--- src/rtl/toll_pkg.sv ---
// Shared definitions for the toll booth: upstream state codes, fare table,
// hipass card bit-field positions and the fare gate's local FSM encoding.
package toll_pkg;

  // State codes emitted by the upstream toll-booth Moore FSM
  typedef enum logic [1:0] {
    ST_INITIAL = 2'b00,
    ST_CAR     = 2'b01,
    ST_HIPASS  = 2'b10,
    ST_OUTPUT  = 2'b11
  } toll_state_e;

  // Base fare per vehicle class, units of 100 won; index 0 is class 0
  localparam logic [3:0][7:0] FARE_TABLE = {8'd40, 8'd30, 8'd20, 8'd10};

  // Hipass card code bit fields
  localparam int HP_CLASS_LSB  = 0;
  localparam int HP_CLASS_MSB  = 1;
  localparam int HP_EXEMPT_BIT = 2;
  localparam int HP_DISC_BIT   = 3;

  // Gate-open timer width; wide enough for GATE_CYCLES up to 255
  localparam int TIMER_W = 8;

  // Fare gate FSM
  typedef enum logic [1:0] {
    IDLE   = 2'b00,
    CHARGE = 2'b01,
    OPEN   = 2'b10
  } gate_state_e;

endpackage

--- src/rtl/toll_fare_calc.sv ---
// Combinational fare lookup from a 4-bit hipass card code.
// Code 4'b0000 means "no card": valid_o is low and the fare is 0.
module toll_fare_calc
  import toll_pkg::*;
(
  input  logic [3:0] hipass_i,
  output logic [7:0] fare_o,
  output logic       valid_o
);

  logic [7:0] base;

  // Exempt wins over discount; discount halves the class base fare
  always_comb begin
    valid_o = (hipass_i != 4'b0000);
    base    = FARE_TABLE[hipass_i[HP_CLASS_MSB:HP_CLASS_LSB]];
    fare_o  = base;
    if (!valid_o) begin
      fare_o = 8'd0;
    end else if (hipass_i[HP_EXEMPT_BIT]) begin
      fare_o = 8'd0;
    end else if (hipass_i[HP_DISC_BIT]) begin
      fare_o = base >> 1;
    end
  end

endmodule

--- src/rtl/toll_fare_gate.sv ---
// Fare gate downstream of the toll-booth FSM. Each entry of state_in into
// the output state (2'b11) charges one vehicle: fare lookup, revenue and
// vehicle accumulation (both saturating), then the gate opens for
// GATE_CYCLES cycles. Triggers arriving while busy are dropped and flagged
// in the sticky overrun bit.
// Optional build macro: TOLL_RECEIPT_EN adds receipt_valid / receipt_seq.
module toll_fare_gate
  import toll_pkg::*;
#(
  parameter int GATE_CYCLES = 8,
  parameter int TOTAL_W     = 16
) (
  input  logic               clk,
  input  logic               rst,
  input  logic [1:0]         state_in,
  input  logic [3:0]         hipass,
  output logic [7:0]         fare,
  output logic [TOTAL_W-1:0] total,
  output logic [7:0]         vehicle_count,
  output logic               gate_open,
  output logic               busy,
  output logic               err,
  output logic               overrun
`ifdef TOLL_RECEIPT_EN
  ,
  output logic               receipt_valid,
  output logic [7:0]         receipt_seq
`endif
);

  gate_state_e        state_q;
  logic [1:0]         prev_state_q;
  logic               code_valid_q;
  logic [7:0]         fare_q;
  logic [TOTAL_W-1:0] total_q;
  logic [7:0]         count_q;
  logic               gate_q;
  logic               busy_q;
  logic               err_q;
  logic               overrun_q;
  logic [TIMER_W-1:0] timer_q;
`ifdef TOLL_RECEIPT_EN
  logic               receipt_valid_q;
  logic [7:0]         receipt_seq_q;
`endif

  logic               trigger;
  logic [7:0]         calc_fare;
  logic               calc_valid;
  logic [TOTAL_W:0]   total_sum;
  logic [TOTAL_W-1:0] total_d;
  logic [7:0]         count_d;

  toll_fare_calc u_calc (
    .hipass_i (hipass),
    .fare_o   (calc_fare),
    .valid_o  (calc_valid)
  );

  // Rising edge into the output state; a held 2'b11 fires only once
  assign trigger = (state_in == ST_OUTPUT) && (prev_state_q != ST_OUTPUT);

  // Saturating next values for the accumulators (one extra bit catches carry)
  assign total_sum = {1'b0, total_q} + {{(TOTAL_W - 7){1'b0}}, fare_q};
  assign total_d   = total_sum[TOTAL_W] ? {TOTAL_W{1'b1}} : total_sum[TOTAL_W-1:0];
  assign count_d   = (count_q == 8'hFF) ? count_q : count_q + 8'd1;

  // Gate FSM with all outputs registered alongside the state
  always_ff @(posedge clk) begin
    if (rst) begin
      state_q      <= IDLE;
      prev_state_q <= 2'b00;
      code_valid_q <= 1'b0;
      fare_q       <= 8'd0;
      total_q      <= '0;
      count_q      <= 8'd0;
      gate_q       <= 1'b0;
      busy_q       <= 1'b0;
      err_q        <= 1'b0;
      overrun_q    <= 1'b0;
      timer_q      <= '0;
`ifdef TOLL_RECEIPT_EN
      receipt_valid_q <= 1'b0;
      receipt_seq_q   <= 8'd0;
`endif
    end else begin
      prev_state_q <= state_in;
      err_q        <= 1'b0;
`ifdef TOLL_RECEIPT_EN
      receipt_valid_q <= 1'b0;
`endif
      case (state_q)
        IDLE: begin
          if (trigger) begin
            code_valid_q <= calc_valid;
            fare_q       <= calc_fare;
            busy_q       <= 1'b1;
            state_q      <= CHARGE;
          end
        end

        CHARGE: begin
          if (trigger) begin
            overrun_q <= 1'b1;
          end
          if (code_valid_q) begin
            total_q <= total_d;
            count_q <= count_d;
            gate_q  <= 1'b1;
            timer_q <= TIMER_W'(GATE_CYCLES - 1);
            state_q <= OPEN;
`ifdef TOLL_RECEIPT_EN
            receipt_valid_q <= 1'b1;
            receipt_seq_q   <= receipt_seq_q + 8'd1;
`endif
          end else begin
            fare_q  <= 8'd0;
            err_q   <= 1'b1;
            busy_q  <= 1'b0;
            state_q <= IDLE;
          end
        end

        OPEN: begin
          if (timer_q == '0) begin
            // Gate closes; a trigger on this same edge starts the next vehicle
            gate_q <= 1'b0;
            if (trigger) begin
              code_valid_q <= calc_valid;
              fare_q       <= calc_fare;
              state_q      <= CHARGE;
            end else begin
              busy_q  <= 1'b0;
              state_q <= IDLE;
            end
          end else begin
            timer_q <= timer_q - 1'b1;
            if (trigger) begin
              overrun_q <= 1'b1;
            end
          end
        end

        default: begin
          gate_q  <= 1'b0;
          busy_q  <= 1'b0;
          state_q <= IDLE;
        end
      endcase
    end
  end

  assign fare          = fare_q;
  assign total         = total_q;
  assign vehicle_count = count_q;
  assign gate_open     = gate_q;
  assign busy          = busy_q;
  assign err           = err_q;
  assign overrun       = overrun_q;
`ifdef TOLL_RECEIPT_EN
  assign receipt_valid = receipt_valid_q;
  assign receipt_seq   = receipt_seq_q;
`endif

endmodule

--- config.mk ---
export PLATFORM = sky130hd
export DESIGN_NAME = toll_fare_gate
export DESIGN_NICKNAME = d
export VERILOG_FILES = /design/src/rtl/toll_pkg.sv /design/src/rtl/toll_fare_calc.sv /design/src/rtl/toll_fare_gate.sv
export SDC_FILE = /design/constraint.sdc
export NUM_CORES = 1
export LEC_CHECK = 0
export ABC_AREA = 0
export CAP_MARGIN = 30
export CORE_ASPECT_RATIO = 0.5
export CORE_MARGIN = 4
export CORE_UTILIZATION = 43
export CTS_CLUSTER_DIAMETER = 80
export CTS_CLUSTER_SIZE = 30
export DETAILED_ROUTE_END_ITERATION = 8
export GPL_ROUTABILITY_DRIVEN = 0
export PLACE_DENSITY = 0.67
export SLEW_MARGIN = 20
export SYNTH_ARGS = -nofsm -noshare
export SYNTH_HDL_FRONTEND = slang
export SYNTH_SLANG_ARGS = --single-unit
--- constraint.sdc ---
create_clock -name clk -period 2.7 [get_ports clk]
set_input_delay 0.81 -clock clk [delete_from_list [all_inputs] [get_ports clk]]
set_output_delay 0.81 -clock clk [all_outputs]
set_load 0.02 [all_outputs]
==> out/results.txt <==
final setup fails = 0
post-CTS resize count = 0
layout cell share with drive strength beyond 1 = 0.0658
unrepaired setup endpoints after global routing = false
first-pass GRT wire length = 9090 um
drt first pass iters = 4
period utilization = 0.828
Max Root-Sink Buffers = 2
capture point of the worst path = fare[2]
async set-reset flop share out of synthesis = 0
CTS clk-pin slew, worst paths = 0.06 ns
final hold viol count = 0
clock sink count = 47
initial antenna violation count = 0
Worst Hold Class = flip-flop to flip-flop
Area Growth Syn to Fin = 26.7%
Final Skew = 0.00473 ns
die width = 114 um
Combinational Power Share = 0.085
synth top area cells = dfxtp_1 39%, ha_1 6.2%, nor2_1 5.1%
switching share of power = 0.216
Pint = 0.00123 W
Worst Setup SP = timer_q[2]
Min Clock Period, post-route = 2.24 ns
Die Area = 0.00701 mm^2
Placement Cell Area = 0.00291 mm^2
clock share of power = 0.456
DRT antenna net count = 0
pin count of the biggest net entering global routing = 44
WS Path Type = flip-flop to flip-flop
Distinct cells, synth = 53
Inserted Clock Buffers = 5
Root Buffer = clkbuf_16
yosys warns = 0
vias in the first global route = 2007
NetSw = 0.000338 W
worst relative slew slack = 0.671
cell taking the most area after synthesis = dfxtp_1
Top FF cell, synth = dfxtp_1
Worst Tran Pin Value = 0.488 ns
CORE AREA = 0.00549 mm^2
hold_buf cts = 0
Max Cap Viol = 0
EDFF count, synth = 0
Yosys reg bits = 47
Max Freq = 447 MHz
CTS tree = built
Via-to-Cell Ratio = 5.25
Worst Hold Launch = overrun
RR Endpoint = fare[2]
Syn Std Cell Area = 0.00244 mm^2
crit-path max FO = 6
gr ovfl total = 0
Worst Path Arrival = 2.41 ns
initial drt markers = 88
CTS H-Tree Depth = 2
DR WL/cell = 13.6 um
Seq/Total Area, Yosys = 0.386
ANT cells = 0
Synth Instances = 278
Synth top area share = 0.386
FF-to-FF setup slack = 0.46 ns
most common cell after layout, fill and taps aside = dfxtp_1
Final Slew Violations = 0
Reg2Reg Depth = 4
post-route cell area = 0.00309 mm^2
via count = 2059
I/O Buffers = 41
post-detail-place hpwl = 3880 um
most frequent cells in the layout = 47 x dfxtp_1, 41 x clkdlybuf4s50_1, 33 x nor2_1
nets = 339
Syn Area/Cell = 8.76 um^2
GRT Total Usage = 0.161
Chip Height = 61.2 um
Post-CTS Setup Bufs = 0
Startpoint Class = flip-flop
crit end category = flip-flop
Worst EP required = 2.88 ns
Fill cells = 496
DRC viols = 0
Core Rows = 19
# IOs = 44
final setup TNS = 0 ns
Skew-Pair Late Insertion Delay = 0.28 ns
maximum VDD drop = 237 uV
Pwr Density = 508 mW/mm^2
P_leak = 1.20 nW
Routed WL = 5310 um
sequential power share = 0.458
status = complete, no violations
r2r startpoint = timer_q[2]
Initial Utilization = 0.444
-- critical path, cell delays in order, from the launching register on --
cell     delay, ns
dfxtp_1       0.35
or4_4         0.57
or3_4         0.41
o32ai_4       0.46
mux2_4        0.34
-- power groups by stage --
stage / registers [W] / clock network, W / logic, W
final: 0.000719 / 0.000715 / 0.000134
after global routing: 0.000720 / 0.000755 / 0.000147
after global placement: 0.000734 / 0 / 0.000130
after CTS: 0.000719 / 0.000729 / 0.000135
after floorplan: 0.000738 / 0 / 0.0000857
after detailed placement: 0.000734 / 0 / 0.000134
-- Yosys cell counts, types with 3 or more instances --
| cell type | count |
|---|---|
| dfxtp_1 | 47 |
| nor2_1 | 33 |
| a21oi_1 | 19 |
| nand2_1 | 17 |
| ha_1 | 12 |
| xor2_1 | 12 |
| inv_1 | 11 |
| nand2b_1 | 9 |
| nand3_1 | 9 |
| clkbuf_1 | 8 |
| nor2b_1 | 8 |
| o21ai_0 | 8 |
| mux2i_1 | 7 |
| a311oi_1 | 5 |
| a31oi_1 | 5 |
| and3_1 | 5 |
| nor3_1 | 5 |
| xnor2_1 | 5 |
| a211oi_1 | 4 |
| and2_1 | 4 |
| nand4_1 | 3 |
| o211ai_1 | 3 |
| o22ai_1 | 3 |
-- layout make-up --
class | count | area, um^2 | area share
clock buffers | 6 | 139 | 0.0450
clock inverters | 2 | 35.0 | 0.0113
inverters | 11 | 41.3 | 0.0134
multi-input cells | 208 | 1400 | 0.453
flip-flops and latches | 47 | 941 | 0.305
well taps | 73 | 91.3 | 0.0296
repair buffers | 45 | 440 | 0.143
-- per-stage QoR --
step | hold slack (ns) | total power [W] | utilization | worst slack (ns) | std cells
finish | 0.455 | 0.00157 | 0.562 | 0.464 | 392
global route | 0.488 | 0.00162 | 0.562 | 0.320 | 392
CTS | 0.460 | 0.00158 | 0.562 | 0.456 | 392
detailed placement | 0.450 | 0.000868 | 0.530 | 0.170 | 384
global placement | 0.439 | 0.000864 | 0.530 | 0.254 | 384
floorplan | 0.471 | 0.000824 | - | 0.569 | 279
-- per-layer routing --
metal  track usage  up-vias  share of wire
met5             0        -              0
met1         0.199      966           0.48
met4        0.0491        0          0.013
li1              -     1054              -
met2         0.285       32           0.47
met3        0.0412        7          0.037
-- sequential cells by signal (all words and copies together), names as in the netlist --
signal         cells
err                1
timer_q            8
gate_open          1
vehicle_count      8
prev_state_q       2
state_q            2
code_valid_q       1
busy               1
overrun            1
total             16
fare               6
-- how the worst min path moves through the flow --
stage	endpoint	slack, ns	cells past startpoint
after global placement	overrun	0.44	2
final	overrun	0.45	2
after detailed placement	overrun	0.45	2
after floorplan	timer_q[7]	0.47	2
after CTS	overrun	0.46	2
after global routing	overrun	0.49	2
-- kinds of logic after synthesis --
family                   share of synthesized area
AO/OA/AOI/OAI                                0.177
AND/OR/NAND/NOR                              0.213
XOR/XNOR                                    0.0611
multiplexers                                0.0457
other                                      0.00154
flip-flops                                   0.386
adder cells (fa/ha/maj)                     0.0740
buffers and inverters                       0.0411
(Power assumes the default switching activity.)
